--- src/rtl/wb_pkg.sv ---
// Shared types for the write-back stage.
//   reg_addr_t : register file address (5 bits)
//   word_t     : register file data word (32 bits)
//   wb_req_t   : one pending register write {addr, data}
//   REG_ZERO   : hard-wired zero register; writes to it are dropped
package wb_pkg;

   typedef logic [4:0]  reg_addr_t;
   typedef logic [31:0] word_t;

   typedef struct packed {
      reg_addr_t addr;
      word_t     data;
   } wb_req_t;

   localparam reg_addr_t REG_ZERO = 5'd0;

endpackage

--- src/rtl/wb_fifo.sv ---
// Synchronous FIFO of wb_req_t used to buffer MDU results.
// Ports:
//   clk, rst      : clock, asynchronous active-low reset (empties the FIFO)
//   push, din     : store din at the clock edge (ignored when full unless
//                   a pop happens in the same cycle)
//   pop, dout     : dout is the current head; pop removes it at the edge
//   full, empty   : occupancy flags
// Pointers carry one extra wrap bit: equal pointers mean empty, pointers
// differing only in the wrap bit mean full.
module wb_fifo
   import wb_pkg::*;
#(
   parameter int DEPTH = 4
) (
   input  logic    clk,
   input  logic    rst,
   input  logic    push,
   input  logic    pop,
   input  wb_req_t din,
   output wb_req_t dout,
   output logic    full,
   output logic    empty
);

   localparam int AW = $clog2(DEPTH);

   logic [AW:0] wptr_q, wptr_d;
   logic [AW:0] rptr_q, rptr_d;
   wb_req_t     mem_q [DEPTH];
   logic        do_push;
   logic        do_pop;

   assign empty = (wptr_q == rptr_q);
   assign full  = (wptr_q[AW] != rptr_q[AW]) &&
                  (wptr_q[AW-1:0] == rptr_q[AW-1:0]);
   assign dout  = mem_q[rptr_q[AW-1:0]];

   // When full, a push is still taken if the head leaves in the same cycle:
   // the write lands in the slot being vacated, occupancy is unchanged.
   assign do_pop  = pop && !empty;
   assign do_push = push && (!full || do_pop);

   always_comb begin
      wptr_d = wptr_q;
      rptr_d = rptr_q;
      if (do_push) wptr_d = wptr_q + {{AW{1'b0}}, 1'b1};
      if (do_pop)  rptr_d = rptr_q + {{AW{1'b0}}, 1'b1};
   end

   always_ff @(posedge clk or negedge rst) begin
      if (!rst) begin
         wptr_q <= '0;
         rptr_q <= '0;
      end else begin
         wptr_q <= wptr_d;
         rptr_q <= rptr_d;
      end
   end

   // Storage needs no reset: the pointers alone define what is valid.
   always_ff @(posedge clk) begin
      if (do_push) mem_q[wptr_q[AW-1:0]] <= din;
   end

endmodule

--- src/rtl/writeback_arbiter.sv ---
// Write-back arbiter in front of the single register file write port.
// Merges in-order pipeline results with buffered MDU results, stalls the
// pipeline when the MDU FIFO head has waited too long, and keeps a
// per-register scoreboard of destinations still awaiting an MDU result.
// Ports:
//   clk, rst                          : clock, async active-low reset
//   pipe_wen/waddr/wdata, pipe_stall  : pipeline write; hold while stalled
//   mdu_valid/waddr/wdata, mdu_ready  : MDU result push (ready = !full)
//   issue_valid/waddr, issue_ready    : mark an MDU destination busy
//   raddr_a/busy_a, raddr_b/busy_b    : combinational scoreboard reads
//   wen/waddr/wdata                   : registered register file write
// Handshake: an MDU push happens when mdu_valid && mdu_ready, or when the
// FIFO is full and its head leaves in the same cycle.
module writeback_arbiter
   import wb_pkg::*;
#(
   parameter int DEPTH        = 4,
   parameter int STARVE_LIMIT = 3
) (
   input  logic        clk,
   input  logic        rst,
   input  logic        pipe_wen,
   input  logic [4:0]  pipe_waddr,
   input  logic [31:0] pipe_wdata,
   output logic        pipe_stall,
   input  logic        mdu_valid,
   output logic        mdu_ready,
   input  logic [4:0]  mdu_waddr,
   input  logic [31:0] mdu_wdata,
   input  logic        issue_valid,
   input  logic [4:0]  issue_waddr,
   output logic        issue_ready,
   input  logic [4:0]  raddr_a,
   output logic        busy_a,
   input  logic [4:0]  raddr_b,
   output logic        busy_b,
   output logic        wen,
   output logic [4:0]  waddr,
   output logic [31:0] wdata
);

   localparam int             CW    = $clog2(STARVE_LIMIT + 1);
   localparam logic [CW-1:0]  LIMIT = CW'(STARVE_LIMIT);

   logic          wen_q, wen_d;
   reg_addr_t     waddr_q, waddr_d;
   word_t         wdata_q, wdata_d;
   logic          stall_q, stall_d;
   logic [CW-1:0] cnt_q, cnt_d;
   logic [31:0]   busy_q, busy_d;

   wb_req_t       fifo_din;
   wb_req_t       fifo_dout;
   logic          fifo_full;
   logic          fifo_empty;
   logic          pop;
   logic          pipe_acc;
   wb_req_t       sel;
   logic          sel_valid;

   assign fifo_din = '{addr: mdu_waddr, data: mdu_wdata};

   wb_fifo #(.DEPTH(DEPTH)) u_fifo (
      .clk   (clk),
      .rst   (rst),
      .push  (mdu_valid),
      .pop   (pop),
      .din   (fifo_din),
      .dout  (fifo_dout),
      .full  (fifo_full),
      .empty (fifo_empty)
   );

   assign mdu_ready   = !fifo_full;
   assign pipe_stall  = stall_q;
   assign issue_ready = !busy_q[issue_waddr];
   assign busy_a      = busy_q[raddr_a];
   assign busy_b      = busy_q[raddr_b];
   assign wen         = wen_q;
   assign waddr       = waddr_q;
   assign wdata       = wdata_q;

   always_comb begin
      pipe_acc  = pipe_wen && !stall_q;
      // A stalled cycle always has a non-empty FIFO, so the head wins it.
      pop       = !fifo_empty && (stall_q || !pipe_wen);
      sel       = '0;
      sel_valid = 1'b0;
      wen_d     = 1'b0;
      waddr_d   = waddr_q;
      wdata_d   = wdata_q;
      busy_d    = busy_q;
      cnt_d     = cnt_q;
      stall_d   = stall_q;

      if (pop) begin
         sel       = fifo_dout;
         sel_valid = 1'b1;
      end else if (pipe_acc) begin
         sel       = '{addr: pipe_waddr, data: pipe_wdata};
         sel_valid = 1'b1;
      end

      // r0 writes are consumed but never reach the register file.
      if (sel_valid && sel.addr != REG_ZERO) begin
         wen_d   = 1'b1;
         waddr_d = sel.addr;
         wdata_d = sel.data;
      end

      if (issue_valid && issue_ready && issue_waddr != REG_ZERO)
         busy_d[issue_waddr] = 1'b1;
      if (pop && fifo_dout.addr != REG_ZERO)
         busy_d[fifo_dout.addr] = 1'b0;

      if (fifo_empty || pop)
         cnt_d = '0;
      else if (cnt_q != LIMIT)
         cnt_d = cnt_q + CW'(1);

      stall_d = pop ? 1'b0 : (stall_q || (cnt_d == LIMIT));
   end

   always_ff @(posedge clk or negedge rst) begin
      if (!rst) begin
         wen_q   <= 1'b0;
         waddr_q <= '0;
         wdata_q <= '0;
         stall_q <= 1'b0;
         cnt_q   <= '0;
         busy_q  <= '0;
      end else begin
         wen_q   <= wen_d;
         waddr_q <= waddr_d;
         wdata_q <= wdata_d;
         stall_q <= stall_d;
         cnt_q   <= cnt_d;
         busy_q  <= busy_d;
      end
   end

endmodule
--- config.mk ---
export PLATFORM = sky130hd
export DESIGN_NAME = writeback_arbiter
export DESIGN_NICKNAME = d
export VERILOG_FILES = /design/src/rtl/wb_pkg.sv /design/src/rtl/wb_fifo.sv /design/src/rtl/writeback_arbiter.sv
export SDC_FILE = /design/constraint.sdc
export NUM_CORES = 1
export LEC_CHECK = 0
export ABC_AREA = 1
export BUFFER_PORTS_ARGS = -buffer_cell sky130_fd_sc_hd__buf_2
export CELL_PAD_IN_SITES_DETAIL_PLACEMENT = 0
export CELL_PAD_IN_SITES_GLOBAL_PLACEMENT = 1
export CORE_UTILIZATION = 46
export CTS_BUF_LIST = sky130_fd_sc_hd__clkbuf_4
export CTS_CLUSTER_SIZE = 40
export DETAILED_ROUTE_END_ITERATION = 12
export PLACE_DENSITY = 0.86
export SYNTH_ARGS = -nofsm -noshare
export SYNTH_HDL_FRONTEND = slang
export SYNTH_SLANG_ARGS = --single-unit
--- constraint.sdc ---
create_clock -name clk -period 3.6 [get_ports clk]
set_clock_uncertainty 0.2 [all_clocks]
set_input_delay 0.54 -clock clk [delete_from_list [all_inputs] [get_ports clk]]
set_output_delay 0.54 -clock clk [all_outputs]
set_load 0.02 [all_outputs]
==> results, run 1 <==
- The flow ran to the end, and the final reports show no timing, DRC or antenna violations.
- The number of global-route vias before repair is 8217.
- STA classifies the critical path startpoint as a flip-flop.
- The category of the most critical setup path is flip-flop to flip-flop.
- Of the total power, the share spent switching nets is 0.4243.
- The power dissipated by switching net loads is 4.498 mW.
- Summed over all cells, the static leakage comes to between 5 and 6 nW.
- The number of antenna-violating nets in the routed design is 0.
- The final instance count without filler cells is roughly 1600.
- CTS built an H-tree with a depth of 2.
- The critical path capture point type is a flip-flop.
- Of the synthesized area, sequential elements account for 0.6089.
- The path class of the tightest hold or removal check is input pin to flip-flop.
- The clock latency at the later pin of the worst-skew pair is ~0.67 ns.
- The worst reg-to-reg setup slack is 0.57 ns.
- The clock drives 227 sinks.
- The number of cells produced by synthesis is 1078.
- The hold violation count in the final report was 0.
- The launch point of the worst path is u_fifo.rptr_q[0].
- The required time reported for the critical path endpoint is ~3.9 ns.
- Across the run, the number of max-cap violations was 0.
- Counting distinct cell types in the post-synthesis netlist gives 29.
- Of the total synthesized cell area, the portion taken by AND, OR, NAND and NOR gates is 0.1722.
- The area growth from synthesis to layout is 21.08%.
- The summed negative setup slack over all endpoints is 0 ns.
- The mean routed wirelength per cell is between 15 and 20 µm.
- Power spread over the standard cell area amounts to 830.1 nW/µm².
- After clock tree synthesis, the clock-pin slew on the worst setup and hold paths is 0.07 ns.
- The signal on the critical path passes through inv_2 -> nor2_1 -> nor2_1 -> o21ai_1 -> nand2_1 -> nand3_2 -> nand2_1 -> nor2_4 -> nand3_2 -> nand2_1 -> nand2_1.
- The number of max-slew violations in the final report is 0.
- The initial standard-cell utilization of the core is 0.4672.
- Cell internal power was estimated by the tool at 6.102 mW.
- The total overflow left after global routing is 0.
- The via count is around 8700.
- TritonCTS built the clock tree.
- The largest individual stage delay along the critical path comes from the cell sky130_fd_sc_hd__nand3_2.
- After synthesis, the largest family of logic cells by area is simple AND/OR/NAND/NOR gates.
- The area enclosed by the die boundary is 23530 µm².
- The worst hold path passes through 4 cells.
- The synthesized net count is 1177.
- The most numerous cell type found on the critical path is sky130_fd_sc_hd__nand2_1.
- Of the total power, the clock network draws 0.202.
- The sequential power share is 0.383.
- A synthesized cell averages 9.782 µm².
- Setup repair after global routing left no endpoint under its margin.
- After routing the design area is around 13000 µm².
- After detailed routing, the total wire length is 28.13 mm.
- The area of the core is 22570 µm².
- The number of top-level pins is around 140.
- The number of buffers created by CTS is 55.
- The post-route clock period utilization is 0.8413.
- The number of antenna violations at the first check in global routing is 2.
- The number of cells on the worst reg-to-reg path is 11.
- The number of DRC markers in iteration 0 is between 600 and 700.
- The largest incremental delay on the critical path is just over 0.6 ns.
- The mux contribution to synthesized area is 0.
- The critical register-to-register path endpoint is wdata[11].
- The combinational group share of total power is 0.415.
- Data arrives at the worst endpoint at 3.36 ns.
- The post-synthesis cell area is 10550 µm².
- For this run, the number of Yosys warnings is 0.
- The register bit count reported by yosys is 227.
- IR analysis of the VDD net gives a maximum drop of ~0.51 mV.
- The worst pin sits at a relative slew slack of 0.4739.
- The cell sitting at the root of the clock tree is a sky130_fd_sc_hd__clkbuf_4.
- In the global route stage, overall resource usage came out at 0.2384.
- The DRC violation count after routing is 0.
- The count of nets after finishing is 1387.
- The share of post-route cells with drive strength above 1 is 0.1965.
- The first global-routing pass estimated roughly 44 mm of wire.
- At the end of routability-driven placement, the weighted congestion stood at 0.8548.
- Including well taps, the total number of placed cells is between 1000 and 1500.
- Before antenna repair, the detailed router went through 5 iterations.
- The vertical die dimension is 153.4 µm.
- The number of buffers between clock root and the deepest sink is 3.
- At the pin with the least slew margin, the transition time is 0.7883 ns.
- From left edge to right edge, the die measures 153.4 µm.
- At the end of the flow the core is filled with cells to 0.5657.
- Entering global routing, the biggest net connects 58 pins.
- Dividing the detail-routed via count by the number of cells gives 5.388.
- After detailed placement, the total cell area comes to 11430 µm².
- The number of gates resized after CTS was 0.
- The xor and xnor area share after synthesis is 0.007238.
- Setup violations remaining at the end of the flow were counted as 0.
- The startpoint of the worst register-to-register path is u_fifo.rptr_q[0].
- Of the total synthesized cell area, the portion taken by full adders, half adders and majority gates is 0.005933.
- The HPWL after detailed placement is approximately 18 mm.
- The area fraction in compound gates after synthesis is 0.1402.
- For this run, the top clock speed supported by timing is 0.3302 GHz.
- The floorplan has 55 rows.
- The number of port buffers is 136.
- In this run the worst setup path terminates at wdata[11].
- For the finished layout, the period the worst path requires is 3.029 ns.
- In this run the worst path has a maximum fanout of 33.
- The startpoint identified for the worst hold timing path is pipe_wdata[31].
[cell families after synthesis]
group | count (synthesis)
AO/OA/AOI/OAI | 259
buffers and inverters | 153
XOR/XNOR | 7
flip-flops | 227
adder cells (fa/ha/maj) | 5
AND/OR/NAND/NOR | 427
[metrics by stage]
stage                     worst slack (ns)  total power, mW  hold slack [ns]
after floorplan                     0.2383            7.151          0.04441
after global placement              0.6928            8.339           0.2275
after detailed placement            0.6423            8.429           0.2293
after CTS                           0.6110            10.64        0.0003749
after global routing                0.3456            11.32          0.01915
final                               0.5714            10.60          0.04645
[cell usage after synthesis]
library cell,instances,share of area
sky130_fd_sc_hd__a211oi_1,4,0.0028
sky130_fd_sc_hd__a21oi_1,66,0.031
sky130_fd_sc_hd__a22o_1,32,0.027
sky130_fd_sc_hd__buf_2,15,0.0071
sky130_fd_sc_hd__buf_4,4,0.0028
sky130_fd_sc_hd__buf_6,11,0.012
sky130_fd_sc_hd__clkbuf_1,33,0.012
sky130_fd_sc_hd__clkinv_1,1,0.00036
sky130_fd_sc_hd__dfrtp_1,79,0.19
sky130_fd_sc_hd__edfxtp_1,148,0.42
sky130_fd_sc_hd__ha_1,5,0.0059
sky130_fd_sc_hd__inv_1,86,0.031
sky130_fd_sc_hd__inv_2,3,0.0011
sky130_fd_sc_hd__nand2_1,193,0.069
sky130_fd_sc_hd__nand2_2,1,0.00059
sky130_fd_sc_hd__nand3_1,38,0.018
sky130_fd_sc_hd__nand3_2,3,0.0028
sky130_fd_sc_hd__nand4_1,37,0.022
sky130_fd_sc_hd__nor2_1,120,0.043
sky130_fd_sc_hd__nor2_2,3,0.0018
sky130_fd_sc_hd__nor3_1,29,0.014
sky130_fd_sc_hd__nor4_1,3,0.0018
sky130_fd_sc_hd__o211ai_1,5,0.0036
sky130_fd_sc_hd__o21ai_0,117,0.056
sky130_fd_sc_hd__o21ai_1,3,0.0014
sky130_fd_sc_hd__o22ai_1,32,0.019
sky130_fd_sc_hd__xnor2_1,1,0.00083
sky130_fd_sc_hd__xnor2_2,2,0.0031
sky130_fd_sc_hd__xor2_1,4,0.0033
[routing by layer]
metal  vias to the layer above  wire length, µm  GRT usage
met5                         -                0          0
met4                         0              576    0.07429
met3                        49             1815    0.04253
met2                       325            14000     0.4073
met1                      4131            11740     0.3093
li1                       4224                -          -
[what timing repair did]
action | CTS | global route
endpoints found under the hold margin | 207 | 0
endpoints found under the setup margin | 0 | 0
buffers inserted | 0 | 0
hold buffers | 60 | 0
[sequential cells by signal, summed over array words and instances, names as in the netlist]
register       flops
wdata             32
u_fifo.mem_q     148
u_fifo.wptr_q      3
waddr              5
busy_q            32
cnt_q              2
u_fifo.rptr_q      3
wen                1
pipe_stall         1
[how the worst min path moves through the flow]
stage                end  slack (ns)
4_1_cts        wdata[31]      0.0004
3_5_place_dp   busy_q[0]        0.23
5_1_grt        wdata[24]        0.02
6_report       wdata[31]        0.05
3_3_place_gp   busy_q[0]        0.23
2_1_floorplan  busy_q[0]        0.04
[cell usage in the layout (no fill, tap or decap), types with 7 or more instances in the layout]
| cell | instances |
|---|---|
| sky130_fd_sc_hd__inv_1 | 86 |
| sky130_fd_sc_hd__dfrtp_1 | 78 |
| sky130_fd_sc_hd__o21ai_0 | 117 |
| sky130_fd_sc_hd__nand2_1 | 193 |
| sky130_fd_sc_hd__a21oi_1 | 66 |
| sky130_fd_sc_hd__clkbuf_4 | 84 |
| sky130_fd_sc_hd__a22o_1 | 32 |
| sky130_fd_sc_hd__nor3_1 | 29 |
| sky130_fd_sc_hd__edfxtp_1 | 148 |
| sky130_fd_sc_hd__buf_4 | 21 |
| sky130_fd_sc_hd__buf_2 | 135 |
| sky130_fd_sc_hd__nor2_4 | 7 |
| sky130_fd_sc_hd__dlygate4sd3_1 | 60 |
| sky130_fd_sc_hd__nand3_1 | 38 |
| sky130_fd_sc_hd__nor2_1 | 115 |
| sky130_fd_sc_hd__o22ai_1 | 32 |
| sky130_fd_sc_hd__nand4_1 | 37 |
| sky130_fd_sc_hd__clkinv_1 | 15 |
[critical path, delay by kind of cell, from the launching register on]
family / cells / cell delay [ns]
and+or+nand+nor: 9 / 1.92
AOI/OAI and AO/OA: 1 / 0.09
DFF: 1 / 0.56
buffers and inverters: 1 / 0.10
[area by class of cell]
class	instances	area (µm²)
repair buffers	216	1434
clock buffers	84	630.6
clock inverters	18	101.3
inverters	90	337.8
flip-flops and latches	227	6422
fillers	2002	9803
well taps	285	356.6
multi-input cells	698	3481
diodes	2	5.005
[power by group through the flow]
stage | Clock [mW] | Combinational, mW | Sequential [mW]
2_1_floorplan | 0 | 2.92 | 4.23
3_3_place_gp | 0 | 4.26 | 4.08
3_5_place_dp | 0 | 4.33 | 4.10
4_1_cts | 2.19 | 4.40 | 4.05
5_1_grt | 2.32 | 4.87 | 4.13
6_report | 2.14 | 4.40 | 4.06
No activity file was read; power rests on OpenSTA's default activity.
==> inputs of run 2 (changes only) <==
==> constraint.sdc (replaced) <==
create_clock -name clk -period 2.88 [get_ports clk]
set_clock_uncertainty 0.2 [all_clocks]
set_input_delay 0.432 -clock clk [delete_from_list [all_inputs] [get_ports clk]]
set_output_delay 0.432 -clock clk [all_outputs]
set_load 0.02 [all_outputs]
==> results, run 2 (same netlist as run 1, synthesis figures left out) <==
- The flow ran to the end, and the final reports show no timing, DRC or antenna violations.
- Setup repair after global routing left no endpoint under its margin.
- The number of max-slew violations in the final report is 0.
- CTS built an H-tree with a depth of 2.
- The vertical die dimension is 153.4 µm.
- The library cell used most frequently in the layout, excluding fill and tap cells, is sky130_fd_sc_hd__nand2_1.
- The number of port buffers is 136.
- The cell sitting at the root of the clock tree is a sky130_fd_sc_hd__clkbuf_4.
- Summed over all nets, the half-perimeter wirelength after detailed placement is 18.62 mm.
- The mean routed wirelength per cell is 17.44 µm.
- After the first detailed-routing iteration, the DRC count stood at approximately 680.
- The category of the most critical setup path is input pin to output port.
- The initial utilization of the core area, before any placement, comes to 0.4672.
- The worst pin sits at a relative slew slack of 0.3081.
- The number of antenna violations at the first check in global routing is 1.
- The number of buffers created by CTS is 57.
- Summing all placed instances gives a cell area of 11570 µm².
- The tool flagged a number of max-cap violations equal to 0.
- The first global-routing pass estimated 45.75 mm of wire.
- The critical path startpoint category is an input pin.
- Tracing the worst setup path back leads to its startpoint at issue_waddr[4].
- The static leakage is 5.666 nW.
- In the global route stage, met1 resource usage came out at 0.3182.
- The actual transition at the worst max-transition pin is 1.035 ns.
- No sink is reached through more buffers than the 3 on the longest clock path.
- TritonCTS built the clock tree.
- After global routing the overflow that remains totals 0.
- The relative area change from synthesis to final layout is 24.74%.
- The placement row count is 55.
- In the layout the commonest cells are sky130_fd_sc_hd__nand2_1, sky130_fd_sc_hd__edfxtp_1, sky130_fd_sc_hd__buf_2.
- Entering global routing, the biggest net connects 71 pins.
- The critical path capture point type is an output port.
- The routing layer with the top usage in global route is met2.
- The worst-case IR drop observed on VDD is 0.5365 mV.
- The worst register-to-register path begins at u_fifo.wptr_q[0].
- Hold is met by around 0.085 ns.
- The clock drives 227 sinks.
- Of the available clock period, the critical path in the final layout requires 0.9543.
- Static timing analysis puts the maximum clock frequency at 0.3638 GHz.
- The last weighted congestion value of the routability-driven placer is 0.8414.
- The number of antenna-violating nets in the routed design is 0.
- The number of global-route vias before repair was between 8000 and 9000.
- On the worst path, the slowest cell contributes a delay of 0.53 ns.
- The total detailed-routing wirelength is 28.87 mm.
- The signal on the critical path passes through dlygate4sd3_1 -> buf_2 -> inv_1 -> nor3_1 -> nand2_1 -> nand2_1 -> nor2_1 -> nand2_1 -> inv_1 -> buf_2.
- The worst hold path belongs to the class input pin to flip-flop.
- The hold violation count in the final report is 0.
- Of the cells placed in the final design, the portion with a size suffix greater than 1 is 0.2038.
- The number of top-level pins is 137.
- The slowest stage of the critical path is the sky130_fd_sc_hd__dlygate4sd3_1 cell.
- The instance count along the most critical hold path is 5.
- The worst reg-to-reg setup slack is roughly 0.23 ns.
- The clock period minus worst slack is about 2.7 ns.
- The critical path ends at issue_ready.
- The number of detailed-route iterations in the first pass is 7.
- Across all layers, the routed design uses between 8000 and 9000 vias.
- The count of cells along the worst register-to-register path is 8.
- The x dimension of the die is 153.4 µm.
- Setup violations remaining at the end of the flow were counted as 0.
- For the worst setup path, the data required time is 2.25 ns.
- In the global route stage, met2 resource usage came out at 0.4242.
- The finished cells cover 13150 µm².
- The DRC violation count after routing is 0.
- The dominant cell type by count on the critical path is sky130_fd_sc_hd__nand2_1.
- For this design the ratio of total power to cell area is 1035 nW/µm².
- The number of flip-flops under the largest register name is 148.
- The area enclosed by the die boundary is 23530 µm².
- The clock-pin slew of the registers on the worst-case setup and hold paths is ~0.07 ns.
- In the global route stage, met3 resource usage came out at 0.04451.
- Data on the critical path arrives at its endpoint at 2.12 ns.
- The area of the core is ~23000 µm².
- The critical register-to-register path endpoint is u_fifo.mem_q[0][28].
- The vias per cell is between 5 and 6.
- The total routing resource utilization after global routing is 0.2483.
- In this run the post-CTS setup repair buffer count came out at 0.
- Measured on the finished design, the core utilization comes to 0.5828.
- The clock latency at the later pin of the worst-skew pair is 0.68 ns.
- The summed negative setup slack over all endpoints is 0 ns.
- For this run, the post-layout net count is 1422.
- Of all nets on the critical path, the largest fanout is 5.
## run 2: changes by cell type in the layout (fill, tap and decap cells not counted), moves of 2 or more
cell,change
sky130_fd_sc_hd__dlygate4sd3_1,+20
sky130_fd_sc_hd__nor2_4,-2
sky130_fd_sc_hd__buf_4,+9
sky130_fd_sc_hd__o21ai_0,-3
sky130_fd_sc_hd__clkbuf_4,+5
sky130_fd_sc_hd__buf_12,+4
sky130_fd_sc_hd__o21ai_1,+3
sky130_fd_sc_hd__nor2_2,+2
## run 2: worst max-delay path: cells and delay by family
kind,cells,cell delay (ns)
AND/OR/NAND/NOR,5,0.71
buffers and inverters,5,0.98
## run 2: final cells by class
| type | instances | area (µm²) |
|---|---|---|
| antenna | 1 | 2.502 |
| clock buffer | 89 | 668.1 |
| clock inverter | 16 | 113.9 |
| fill | 1950 | 9418 |
| inverter | 90 | 337.8 |
| multi-input combinational | 698 | 3471 |
| sequential | 227 | 6422 |
| tap | 285 | 356.6 |
| timing repair buffer | 249 | 1782 |
## run 2: power by group
| part | switching (mW) | internal (mW) | leakage, nW |
|---|---|---|---|
| clock | 1.27 | 1.58 | 0.462 |
| combinational | 3.93 | 1.82 | 2.92 |
| sequential | 0.480 | 4.53 | 2.28 |
## run 2: metrics by stage
stage | worst slack [ns] | std cells | power [mW]
2_1_floorplan | -0.4405 | 1078 | 8.938
3_3_place_gp | 0.2014 | 1469 | 10.60
3_5_place_dp | 0.1757 | 1469 | 10.70
4_1_cts | 0.1083 | 1654 | 13.65
5_1_grt | 0.009803 | 1655 | 14.55
6_report | 0.1316 | 1655 | 13.61
## run 2: worst min-delay path by stage
stage                         from    endpoint  slack (ns)
global placement         busy_q[0]   busy_q[0]        0.23
global route        issue_waddr[2]  busy_q[24]        0.07
CTS                 issue_waddr[2]  busy_q[20]        0.04
finish              issue_waddr[2]  busy_q[20]        0.09
detailed placement       busy_q[0]   busy_q[0]        0.22
floorplan                      rst   busy_q[0]       -0.06
## run 2: per-layer routing
metal | wire [µm] | up-vias
met3 | 1870 | 54
li1 | - | 4289
met4 | 660 | 0
met2 | 14330 | 327
met5 | 0 | -
met1 | 12010 | 4159
## run 2: timing repair
action | 4_1_cts | 5_1_grt
gates resized for setup | 0 | 3
setup endpoints to repair | 0 | 2
hold buffers | 80 | 0
endpoints found under the hold margin | 242 | 0
